File: src/rtl/bridge_arbiter.sv
// -----------------------------------------------------------------------------
// bridge_arbiter
//
// Shares the SoC's external Avalon bridge port between two requesters:
//   m0 - display frame reader
//   m1 - game draw engine
// One bus transaction at a time, round-robin on contention. Each requester gets
// its own one-cycle acknowledge and a read-data register that holds until that
// port's next acknowledge. A watchdog forces completion if the bridge never
// acknowledges; the sticky timeout_flag records that it happened.
//
// Ports:
//   clk_clk, reset_reset           clock, synchronous active-high reset
//   mN_address/byte_enable/read/write/write_data   requester N request
//   mN_acknowledge, mN_read_data   requester N completion pulse and data
//   bridge_memory_*                bus-side request/response
//   grant                          one-hot owner of current transaction
//   timeout_flag                   sticky: some transaction timed out
// -----------------------------------------------------------------------------
module bridge_arbiter #(
    parameter int ADDR_W         = 27,
    parameter int DATA_W         = 16,
    parameter int TIMEOUT_CYCLES = 1024
) (
    input  logic                  clk_clk,
    input  logic                  reset_reset,

    input  logic [ADDR_W-1:0]     m0_address,
    input  logic [DATA_W/8-1:0]   m0_byte_enable,
    input  logic                  m0_read,
    input  logic                  m0_write,
    input  logic [DATA_W-1:0]     m0_write_data,
    output logic                  m0_acknowledge,
    output logic [DATA_W-1:0]     m0_read_data,

    input  logic [ADDR_W-1:0]     m1_address,
    input  logic [DATA_W/8-1:0]   m1_byte_enable,
    input  logic                  m1_read,
    input  logic                  m1_write,
    input  logic [DATA_W-1:0]     m1_write_data,
    output logic                  m1_acknowledge,
    output logic [DATA_W-1:0]     m1_read_data,

    output logic [ADDR_W-1:0]     bridge_memory_address,
    output logic [DATA_W/8-1:0]   bridge_memory_byte_enable,
    output logic                  bridge_memory_read,
    output logic                  bridge_memory_write,
    output logic [DATA_W-1:0]     bridge_memory_write_data,
    input  logic                  bridge_memory_acknowledge,
    input  logic [DATA_W-1:0]     bridge_memory_read_data,

    output logic [1:0]            grant,
    output logic                  timeout_flag
);

    localparam int BE_W  = DATA_W / 8;
    localparam int CNT_W = $clog2(TIMEOUT_CYCLES + 1);
    localparam logic [CNT_W-1:0] CNT_LIMIT = CNT_W'(TIMEOUT_CYCLES);

    typedef enum logic [1:0] {
        ST_IDLE = 2'd0,
        ST_BUS  = 2'd1,
        ST_RESP = 2'd2
    } state_t;

    state_t              state_reg;
    logic [ADDR_W-1:0]   addr_reg;
    logic [BE_W-1:0]     be_reg;
    logic [DATA_W-1:0]   wdata_reg;
    logic                bus_read_reg;
    logic                bus_write_reg;
    logic [1:0]          grant_reg;
    logic                last_grant_reg;   // index of the most recently granted port
    logic [CNT_W-1:0]    cnt_reg;
    logic [1:0]          ack_reg;
    logic [DATA_W-1:0]   rdata_reg [2];
    logic                timeout_reg;

    // Requester views as per-port arrays so the winner can be selected by index.
    logic [ADDR_W-1:0]   req_addr  [2];
    logic [BE_W-1:0]     req_be    [2];
    logic [DATA_W-1:0]   req_wdata [2];
    logic [1:0]          req_read;
    logic [1:0]          req_write;
    logic [1:0]          pending;
    logic                winner;

    assign req_addr[0]  = m0_address;
    assign req_addr[1]  = m1_address;
    assign req_be[0]    = m0_byte_enable;
    assign req_be[1]    = m1_byte_enable;
    assign req_wdata[0] = m0_write_data;
    assign req_wdata[1] = m1_write_data;
    assign req_read     = {m1_read, m0_read};
    assign req_write    = {m1_write, m0_write};
    assign pending      = req_read | req_write;

    // On a tie the port that was not served last wins; otherwise the lone requester.
    assign winner = (pending == 2'b11) ? ~last_grant_reg : pending[1];

    always_ff @(posedge clk_clk) begin
        if (reset_reset) begin
            state_reg      <= ST_IDLE;
            addr_reg       <= '0;
            be_reg         <= '0;
            wdata_reg      <= '0;
            bus_read_reg   <= 1'b0;
            bus_write_reg  <= 1'b0;
            grant_reg      <= 2'b00;
            last_grant_reg <= 1'b1;
            cnt_reg        <= '0;
            ack_reg        <= 2'b00;
            rdata_reg[0]   <= '0;
            rdata_reg[1]   <= '0;
            timeout_reg    <= 1'b0;
        end else begin
            unique case (state_reg)
                ST_IDLE: begin
                    if (pending != 2'b00) begin
                        addr_reg       <= req_addr[winner];
                        be_reg         <= req_be[winner];
                        wdata_reg      <= req_wdata[winner];
                        // Read wins when a requester raises both strobes.
                        bus_read_reg   <= req_read[winner];
                        bus_write_reg  <= ~req_read[winner] & req_write[winner];
                        grant_reg      <= winner ? 2'b10 : 2'b01;
                        last_grant_reg <= winner;
                        cnt_reg        <= CNT_W'(1);
                        state_reg      <= ST_BUS;
                    end
                end
                ST_BUS: begin
                    // last_grant_reg names the current owner throughout BUS/RESP.
                    if (bridge_memory_acknowledge) begin
                        bus_read_reg              <= 1'b0;
                        bus_write_reg             <= 1'b0;
                        ack_reg[last_grant_reg]   <= 1'b1;
                        rdata_reg[last_grant_reg] <= bus_read_reg ? bridge_memory_read_data : '0;
                        state_reg                 <= ST_RESP;
                    end else if (cnt_reg == CNT_LIMIT) begin
                        bus_read_reg              <= 1'b0;
                        bus_write_reg             <= 1'b0;
                        ack_reg[last_grant_reg]   <= 1'b1;
                        rdata_reg[last_grant_reg] <= '0;
                        timeout_reg               <= 1'b1;
                        state_reg                 <= ST_RESP;
                    end else begin
                        cnt_reg <= cnt_reg + CNT_W'(1);
                    end
                end
                ST_RESP: begin
                    ack_reg   <= 2'b00;
                    grant_reg <= 2'b00;
                    state_reg <= ST_IDLE;
                end
                default: begin
                    state_reg <= ST_IDLE;
                end
            endcase
        end
    end

    assign bridge_memory_address     = addr_reg;
    assign bridge_memory_byte_enable = be_reg;
    assign bridge_memory_read        = bus_read_reg;
    assign bridge_memory_write       = bus_write_reg;
    assign bridge_memory_write_data  = wdata_reg;
    assign m0_acknowledge            = ack_reg[0];
    assign m1_acknowledge            = ack_reg[1];
    assign m0_read_data              = rdata_reg[0];
    assign m1_read_data              = rdata_reg[1];
    assign grant                     = grant_reg;
    assign timeout_flag              = timeout_reg;

endmodule
File: config.mk
export PLATFORM = sky130hd
export DESIGN_NAME = bridge_arbiter
export DESIGN_NICKNAME = d
export VERILOG_FILES = /design/src/rtl/bridge_arbiter.sv
export SDC_FILE = /design/constraint.sdc
export NUM_CORES = 1
export LEC_CHECK = 0
export ABC_AREA = 0
export CAP_MARGIN = 40
export CORE_MARGIN = 2
export CORE_UTILIZATION = 43
export CTS_BUF_LIST = sky130_fd_sc_hd__clkbuf_16
export DETAILED_ROUTE_END_ITERATION = 10
export GPL_ROUTABILITY_DRIVEN = 0
export PLACE_DENSITY = 0.94
export REMOVE_ABC_BUFFERS = 1
export SYNTH_ARGS = -nofsm -noshare
export SYNTH_HDL_FRONTEND = slang
export SYNTH_SLANG_ARGS = --single-unit
File: constraint.sdc
create_clock -name clk_clk -period 4.7 [get_ports clk_clk]
set_input_delay 1.41 -clock clk_clk [delete_from_list [all_inputs] [get_ports clk_clk]]
set_output_delay 1.41 -clock clk_clk [all_outputs]
set_load 0.01 [all_outputs]
After elaboration in Yosys (flattened, before gate mapping):

Memory sizes are Yosys's and may differ from the RTL's.
Cells that the tools add are included.

* bits in latches: 0
* word-level logic and storage cells: 99
* memory bits (read-only): 0
* memories: 1
* output and inout port bits: 84
* register bits: 66
* bits in writable memories: 32

* $lt $le $gt $ge: 4
* eq/ne operators: 8
* add/subtract/negate cells: 1
* reductions and logical operators: 14
* shift operators: 0
* bitwise gates (word level): 8
* muxes and demuxes: 52
* div/mod/pow operators: 0
* $mul: 0

Memory list
* rdata_reg: depth 2, bits a word 16, rd ports 2, clocked after memory_dff 0, write ports 2, RTL line 76 `logic [DATA_W-1:0] rdata_reg [2];`

Operators by type and width (number)
* $mux 16: 6
* $mux 27: 3
* $mux 11: 3
* $mux 1: 23
* $pmux 11 s2: 1
* $mux 2: 10
* $reduce_or 16->1: 1
* $pmux 2 s2: 3
* $add 11x1->11 const B: 1
* $eq 11x11->1 const B: 1
* $reduce_and 2->1: 4
* $reduce_bool 2->1: 4
* $ne 2x2->1 const B: 3
* $reduce_and 3->1: 2
* $eq 2x2->1 const B: 2
* $lt 1x2->1 const B: 2
* $or 2x2->2: 2
* $pmux 1 s2: 2
* $reduce_and 4->1: 1
* $ne 3x3->1 const B: 1
* $not 1->1: 3
* $eq 2x1->1 const B: 1
* $ge 2x2->1 const B: 1
* $logic_not 2->1: 1
* 6 further kinds: 6

Longest topological paths before layout:

Gate-level depths: netlist of the first run.

* word-level depth: 9
* gate-level depth with buffers: 7
* depth with buffers taken out: 6

Worst setup path after synthesis of the first run:

Ideal clock, no wire load.

* path type: input port to flip-flop
* start: input reset_reset
* end: memory rdata_reg[0][0] (enable)
* required time: 4.309 ns
* library setup time: 0.391 ns
* buffers on the path: 1
* data arrival time: 2.339 ns
* cell stages on the path: 3
* slack: 1.970 ns
* cell sequence: clkbuf_1 inv_1 o21ai_1

RTL lines
* start, declared: RTL line 26 `input logic reset_reset,`
* end, declared: RTL line 76

Worst setup path in the final report of the first run:

* start: input m1_write
* end: register addr_reg[12], in the netlist bridge_memory_address[12]

* longest elaborated chain between the ends: 7

Ends and longest elaborated chain
* start, declared: RTL line 39 `input logic m1_write,`
* $or 2x2->2 *: RTL line 96 `assign pending = req_read | req_write;`
* $eq 2x2->1: RTL line 99 `assign winner = (pending == 2'b11) ? ~last_grant_reg : pending[1];`
* $mux 1: RTL line 99
* $not 1->2 (not written as such): RTL line 120 `addr_reg <= req_addr[winner];`
* $mux 27 (not written as such) (3 in a row): RTL line 120
* end signal, assigned: RTL line 120
* end, declared: RTL line 67 `logic [ADDR_W-1:0] addr_reg;`

Mark *: on every way between the ends. The rest lies on a longest branch, timed or not. The select of a mux whose other input is x is not followed.
A chain may end at the register's enable or synchronous reset.

==> results of run 1 <==
[synthesized netlist by cell type (2+ instances only)]
library cell / n / area [um^2]
nor3_1: 3 / 15.0
nand3_1: 15 / 75.1
clkbuf_1: 11 / 41.3
o31ai_1: 2 / 15.0
edfxtp_1: 32 / 961
and2_1: 33 / 206
ha_1: 2 / 25.0
nand3b_1: 2 / 15.0
inv_1: 4 / 15.0
o211ai_1: 2 / 15.0
dfxtp_1: 66 / 1320
nor2b_1: 2 / 12.5
o21ai_0: 3 / 15.0
o21ai_1: 3 / 15.0
nand4_1: 2 / 12.5
nor2_1: 55 / 206
a21oi_1: 8 / 40.0
or3_1: 7 / 43.8
nand2b_1: 4 / 25.0
buf_1: 4 / 15.0
buf_2: 11 / 55.1
a31oi_1: 6 / 37.5
nand2_1: 8 / 30.0
a222oi_1: 45 / 450
[final timing paths]
check                           from                                      to  slack (ps)  cells past startpoint
min reg2reg  ack_reg[0]$_SDFFE_PP0P_                 ack_reg[0]$_SDFFE_PP0P_         460                      2
max reg2reg  cnt_reg[2]$_SDFFE_PP0P_           rdata_reg[0][4]$_SDFFCE_PN0P_        2600                      5
max                         m1_write  bridge_memory_address[12]$_SDFFE_PP0P_        1590                      7
min          ack_reg[0]$_SDFFE_PP0P_                 ack_reg[0]$_SDFFE_PP0P_         460                      2
[through the flow]
| step | util | instances |
|---|---|---|
| floorplan | - | 324 |
| global placement | 0.673 | 634 |
| detailed placement | 0.677 | 636 |
| CTS | 0.711 | 652 |
| global route | 0.711 | 652 |
| finish | 0.711 | 652 |
[routing by layer]
layer  vias up  part of all wire  wire, um
met5         -                 0         0
met3        16             0.094      1140
met1      1785              0.38      4560
li1       1730                 -         -
met2       207              0.51      6150
met4         0             0.015       178
[cell families (layout without fill, tap and decap cells)]
| logic type | count (synthesis) | in the layout |
|---|---|---|
| compound gates | 78 | 78 |
| simple gates | 141 | 141 |
| xor+xnor | 1 | 1 |
| buf+inv | 32 | 224 |
| flops | 98 | 98 |
| fa+ha+maj | 2 | 2 |
[tightest hold or removal path, stage by stage (launching register included)]
cell and delay, ps:
dfxtp_1 310, nand2_1 50, o31ai_1 50
[power breakdown]
group | internal, mW | leakage, nW | switching (mW)
Combinational | 0.264 | 1.27 | 0.204
Sequential | 0.941 | 0.877 | 0.0400
Clock | 0.411 | 0.141 | 0.311
[layout make-up]
class	instances	area, um^2	share of cell area
tap	108	135	0.0217
clock buffer	9	225	0.0362
inverter	4	15.0	0.00241
clock inverter	7	67.6	0.0108
sequential	98	2280	0.366
multi-input combinational	222	1460	0.235
timing repair buffer	204	2040	0.328
==> results.py, run 1 <==
metrics = {
    "yosys": {
        "synth_top_family_by_area": "simple AND/OR/NAND/NOR gates",
        "ys_ff_latch": 98,
        "synth-compound-area-share": 0.177,
        "synth_edf_count": 32,
        "yosysSeqAreaShare": 0.587,
        "yosysWarnings": 0,
        "synth-adder-area-share": 0.00644,
        "synth_cell_types": 46,
        "synth-simple-area-share": 0.190,
        "synth_cells": 352,
        "synth-xor-area-share": 0.00225,
        "avgSynthCellArea_um2": 11.0,
        "synth_area_um2": 3890,
        "synthMuxAreaShare": 0,
        "async_flop_share": 0,
        "synthFlopType": "dfxtp_1",
    },
    "clocking": {
        "holdBufCountCts": 0,
        "cts_resized": 0,
        "clk_root_buffer_cell": "clkbuf_16",
        "cts_setup_buffers": 0,
        "numCtsBuffers": 9,
        "clkLatencyLatePin_ps": 330,
        "path_clk_slew_ps": 70,
        "cts_buffer_depth": 2,
        "cts.sinks": 98,
        "htree_levels": 3,
        "cts_tree": "done",
    },
    "cells_and_area": {
        "area_growth_pct": 60.3,
        "fin_area_um2": 6230,
        "drive_above_1_share": 0.0588,
        "final_common_cell": "clkdlybuf4s50_1",
        "fill_cells": 628,
        "layout_common_cells": "clkdlybuf4s50_1, dfxtp_1, nor2_1",
        "diodes": 0,
        "layout.nets": 654,
        "largest_reg_flops": 32,
    },
    "sta": {
        "hold_ws_ps": 463,
        "drv_slew": 0,
        "timing.final.hold_violations": 0,
        "setup_viol": 0,
        "max_freq_mhz": 322,
        "setup_tns_ps": 0,
        "finalWorstSetupSlack_ps": 1590,
        "period_share": 0.661,
        "worstMarginPinSlew_ps": 791,
        "slew_headroom": 0.471,
        "finClkSkew_ps": 9.49,
        "grt_setup_unrepaired": "no",
        "min_period_ps": 3110,
    },
    "detailed_routing": {
        "final_antenna_net_count": 0,
        "wl_per_cell_um": 18.4,
        "drt-total-wl_mm": 12.0,
        "avgViaCountPerCell": 5.73,
        "drc": 0,
        "vias": 3738,
        "drtIter0Drc": 373,
        "firstDrtPassIters": 7,
    },
    "placement": {
        "dpl.hpwl_mm": 8.85,
        "io_buffers": 196,
        "pre_cts_ws_ps": 1300,
        "place_area_um2": 5940,
    },
    "critical_path": {
        "cp_num_buf_inv": 3,
        "arrival_ps": 3370,
        "cp_slowest_cell": "clkdlybuf4s50_1",
        "path_class": "input port to register",
        "critical-path-top-delay-family": "buffers and inverters",
        "crit_chain": "clkdlybuf4s50_1 -> nor4_1 -> nand2b_2 -> buf_12 -> buf_4 -> a222oi_1 -> nor2_1",
        "cp_data_required_time_ps": 4960,
        "slowest_delay_ps": 480,
        "cp-start-kind": "input port",
        "end_kind": "register",
        "worstPathMaxFanout": 37,
    },
    "floorplanning": {
        "die_y_um": 99.1,
        "core_um2": 8760,
        "rows": 34,
        "die_x_um": 99.1,
        "io_pins": 197,
        "dieArea_um2": 9810,
        "start_util": 0.443,
    },
    "run_status": {
        "outcome": "finished, final reports clean",
    },
    "global_routing": {
        "grt_util_met1": 0.286,
        "grt_use_met2": 0.422,
        "grt_antenna_before_repair": 0,
        "grt_max_degree": 63,
        "grt_use_met3": 0.0695,
        "grt_pass1_vias": 3715,
        "grt_usage": 0.241,
        "grt_pass1_wl_mm": 18.9,
        "gr-total-overflow": 0,
        "grt-busiest-layer": "met2",
    },
    "run": {
        "cap_violations": 0,
    },
    "hold_path": {
        "worst_hold_path_type": "register to register",
    },
    "power": {
        "p_leak_nw": 2.28,
        "power.density_nw_per_um2": 349,
        "ir_drop_v": 0.000215,
        "power_mw": 2.17,
    },
}
Note: power is estimated with default switching activity, not from simulation.
==> run 2: changes to the inputs <==
Settings changed: CORE_UTILIZATION 43 to 36, PLACE_DENSITY 0.94 to 0.85.
Clock period 4.7 ns to 2.6 ns, I/O delays scaled along.
==> results.py, run 2 (synthesis gave the netlist of run 1 again) <==
metrics = {
    "sta": {
        "min_period_ps": 2210,
        "slew_headroom": 0.561,
        "finalWorstSetupSlack_ps": 388,
        "setup_tns_ps": 0,
        "timing.final.hold_violations": 0,
        "drv_slew": 0,
        "finClkSkew_ps": 7.36,
        "grt_setup_unrepaired": "no",
        "period_share": 0.851,
        "setup_viol": 0,
        "worstMarginPinSlew_ps": 659,
        "max_freq_mhz": 452,
    },
    "critical_path": {
        "path_class": "input port to register",
        "startpoint": "m1_write",
        "worstPathMaxFanout": 39,
        "r2r_cells": 5,
        "reg2reg_slack_ps": 550,
        "arrival_ps": 2390,
        "r2r-start": "cnt_reg[2]$_SDFFE_PP0P_",
        "r2r-end": "rdata_reg[1][5]$_SDFFCE_PN0P_",
        "cp_data_required_time_ps": 2780,
        "end_kind": "register",
        "cp-start-kind": "input port",
    },
    "hold_path": {
        "min_from": "ack_reg[1]$_SDFFE_PP0P_",
        "whs_endpoint": "ack_reg[1]$_SDFFE_PP0P_",
        "hold_depth": 2,
        "worst_hold_path_type": "register to register",
    },
    "placement": {
        "pre_cts_ws_ps": 92.1,
        "dpl.hpwl_mm": 8.75,
        "io_buffers": 196,
    },
    "floorplanning": {
        "rows": 37,
        "dieArea_um2": 11600,
        "die_x_um": 108,
        "io_pins": 197,
        "start_util": 0.373,
        "core_um2": 10400,
        "die_y_um": 108,
    },
    "run_status": {
        "outcome": "finished, final reports clean",
    },
    "power": {
        "p_leak_nw": 2.30,
        "ir_drop_v": 0.000345,
        "power.density_nw_per_um2": 610,
    },
    "global_routing": {
        "grt_use_met2": 0.364,
        "grt_pass1_wl_mm": 18.4,
        "grt_max_degree": 63,
        "gr-total-overflow": 0,
        "grt_use_met3": 0.0648,
        "grt_usage": 0.203,
        "grt_pass1_vias": 3682,
        "grt_antenna_before_repair": 0,
        "grt-busiest-layer": "met2",
        "grt_util_met1": 0.230,
    },
    "cells_and_area": {
        "diodes": 0,
        "multiInputGateArea_um2": 1460,
        "final_common_cell": "clkdlybuf4s50_1",
        "largest_reg_flops": 32,
        "drive_above_1_share": 0.0657,
        "fill_cells": 863,
        "seq_area_um2": 2280,
        "layout_common_cells": "clkdlybuf4s50_1, dfxtp_1, nor2_1",
        "layout.nets": 658,
        "area_growth_pct": 62.0,
    },
    "detailed_routing": {
        "avgViaCountPerCell": 5.40,
        "drc": 0,
        "firstDrtPassIters": 10,
        "final_antenna_net_count": 0,
        "vias": 3692,
        "wl_per_cell_um": 17.3,
        "drt-total-wl_mm": 11.8,
        "drtIter0Drc": 396,
    },
    "clocking": {
        "cts_buffer_depth": 2,
        "numCtsBuffers": 9,
        "clk_root_buffer_cell": "clkbuf_16",
        "path_clk_slew_ps": 60,
        "cts_setup_buffers": 0,
        "cts_tree": "done",
        "clkLatencyLatePin_ps": 330,
        "cts.sinks": 98,
        "cts_resized": 0,
        "htree_levels": 3,
        "holdBufCountCts": 0,
    },
    "run": {
        "cap_violations": 0,
    },
}
## run 2: cell types whose count changed in the layout (fill, tap and decap cells not counted), sizes merged
cell	previous run	this run
inv	7	6
clkinvlp	2	1
buf	9	13
bufinv	1	0
clkinv	1	4
## run 2: final cells by class
type,instances,share of cell area
multi-input combinational,222,0.232
sequential,98,0.363
tap,136,0.0270
clock inverter,7,0.00696
timing repair buffer,208,0.333
clock buffer,9,0.0358
inverter,4,0.00239
## run 2: worst max-delay path by stage
stage                                        endpoint  slack, ps  cells past startpoint
2_1_floorplan   bridge_memory_address[0]$_SDFFE_PP0P_        -80                      4
3_3_place_gp    bridge_memory_address[6]$_SDFFE_PP0P_         20                      5
3_5_place_dp   bridge_memory_address[10]$_SDFFE_PP0P_         90                      6
4_1_cts        bridge_memory_address[10]$_SDFFE_PP0P_        420                      6
5_1_grt        bridge_memory_address[10]$_SDFFE_PP0P_        290                      6
6_report       bridge_memory_address[10]$_SDFFE_PP0P_        390                      6
## run 2: critical path: stages
cell and delay, ps:
clkdlybuf4s50_1 540, nor2_1 90, o221a_2 360, buf_12 210
a222oi_1 280, nor2_1 110
## run 2: metrics by stage
step | instance area (um^2) | std cells | util | total power [mW] | hold slack (ps)
CTS | 6290 | 684 | 0.604 | 3.86 | 473
detailed placement | 6030 | 668 | 0.578 | 2.67 | 463
finish | 6290 | 684 | 0.604 | 3.84 | 464
floorplan | 3760 | 324 | - | 2.10 | 479
global route | 6290 | 684 | 0.604 | 4.00 | 485
global placement | 6010 | 667 | 0.577 | 2.63 | 449
## run 2: where the power goes
| part | total [mW] | switching, mW | leakage [nW] | internal, mW |
|---|---|---|---|---|
| combinational | 0.860 | 0.370 | 1.29 | 0.490 |
| sequential | 1.77 | 0.0709 | 0.877 | 1.70 |
| clock | 1.21 | 0.562 | 0.131 | 0.646 |
## run 2: routing by layer
metal / routed length [um] / vias to the layer above
li1: - / 1733
met4: 177 / 0
met3: 1130 / 12
met2: 6130 / 204
met1: 4390 / 1743
met5: 0 / -
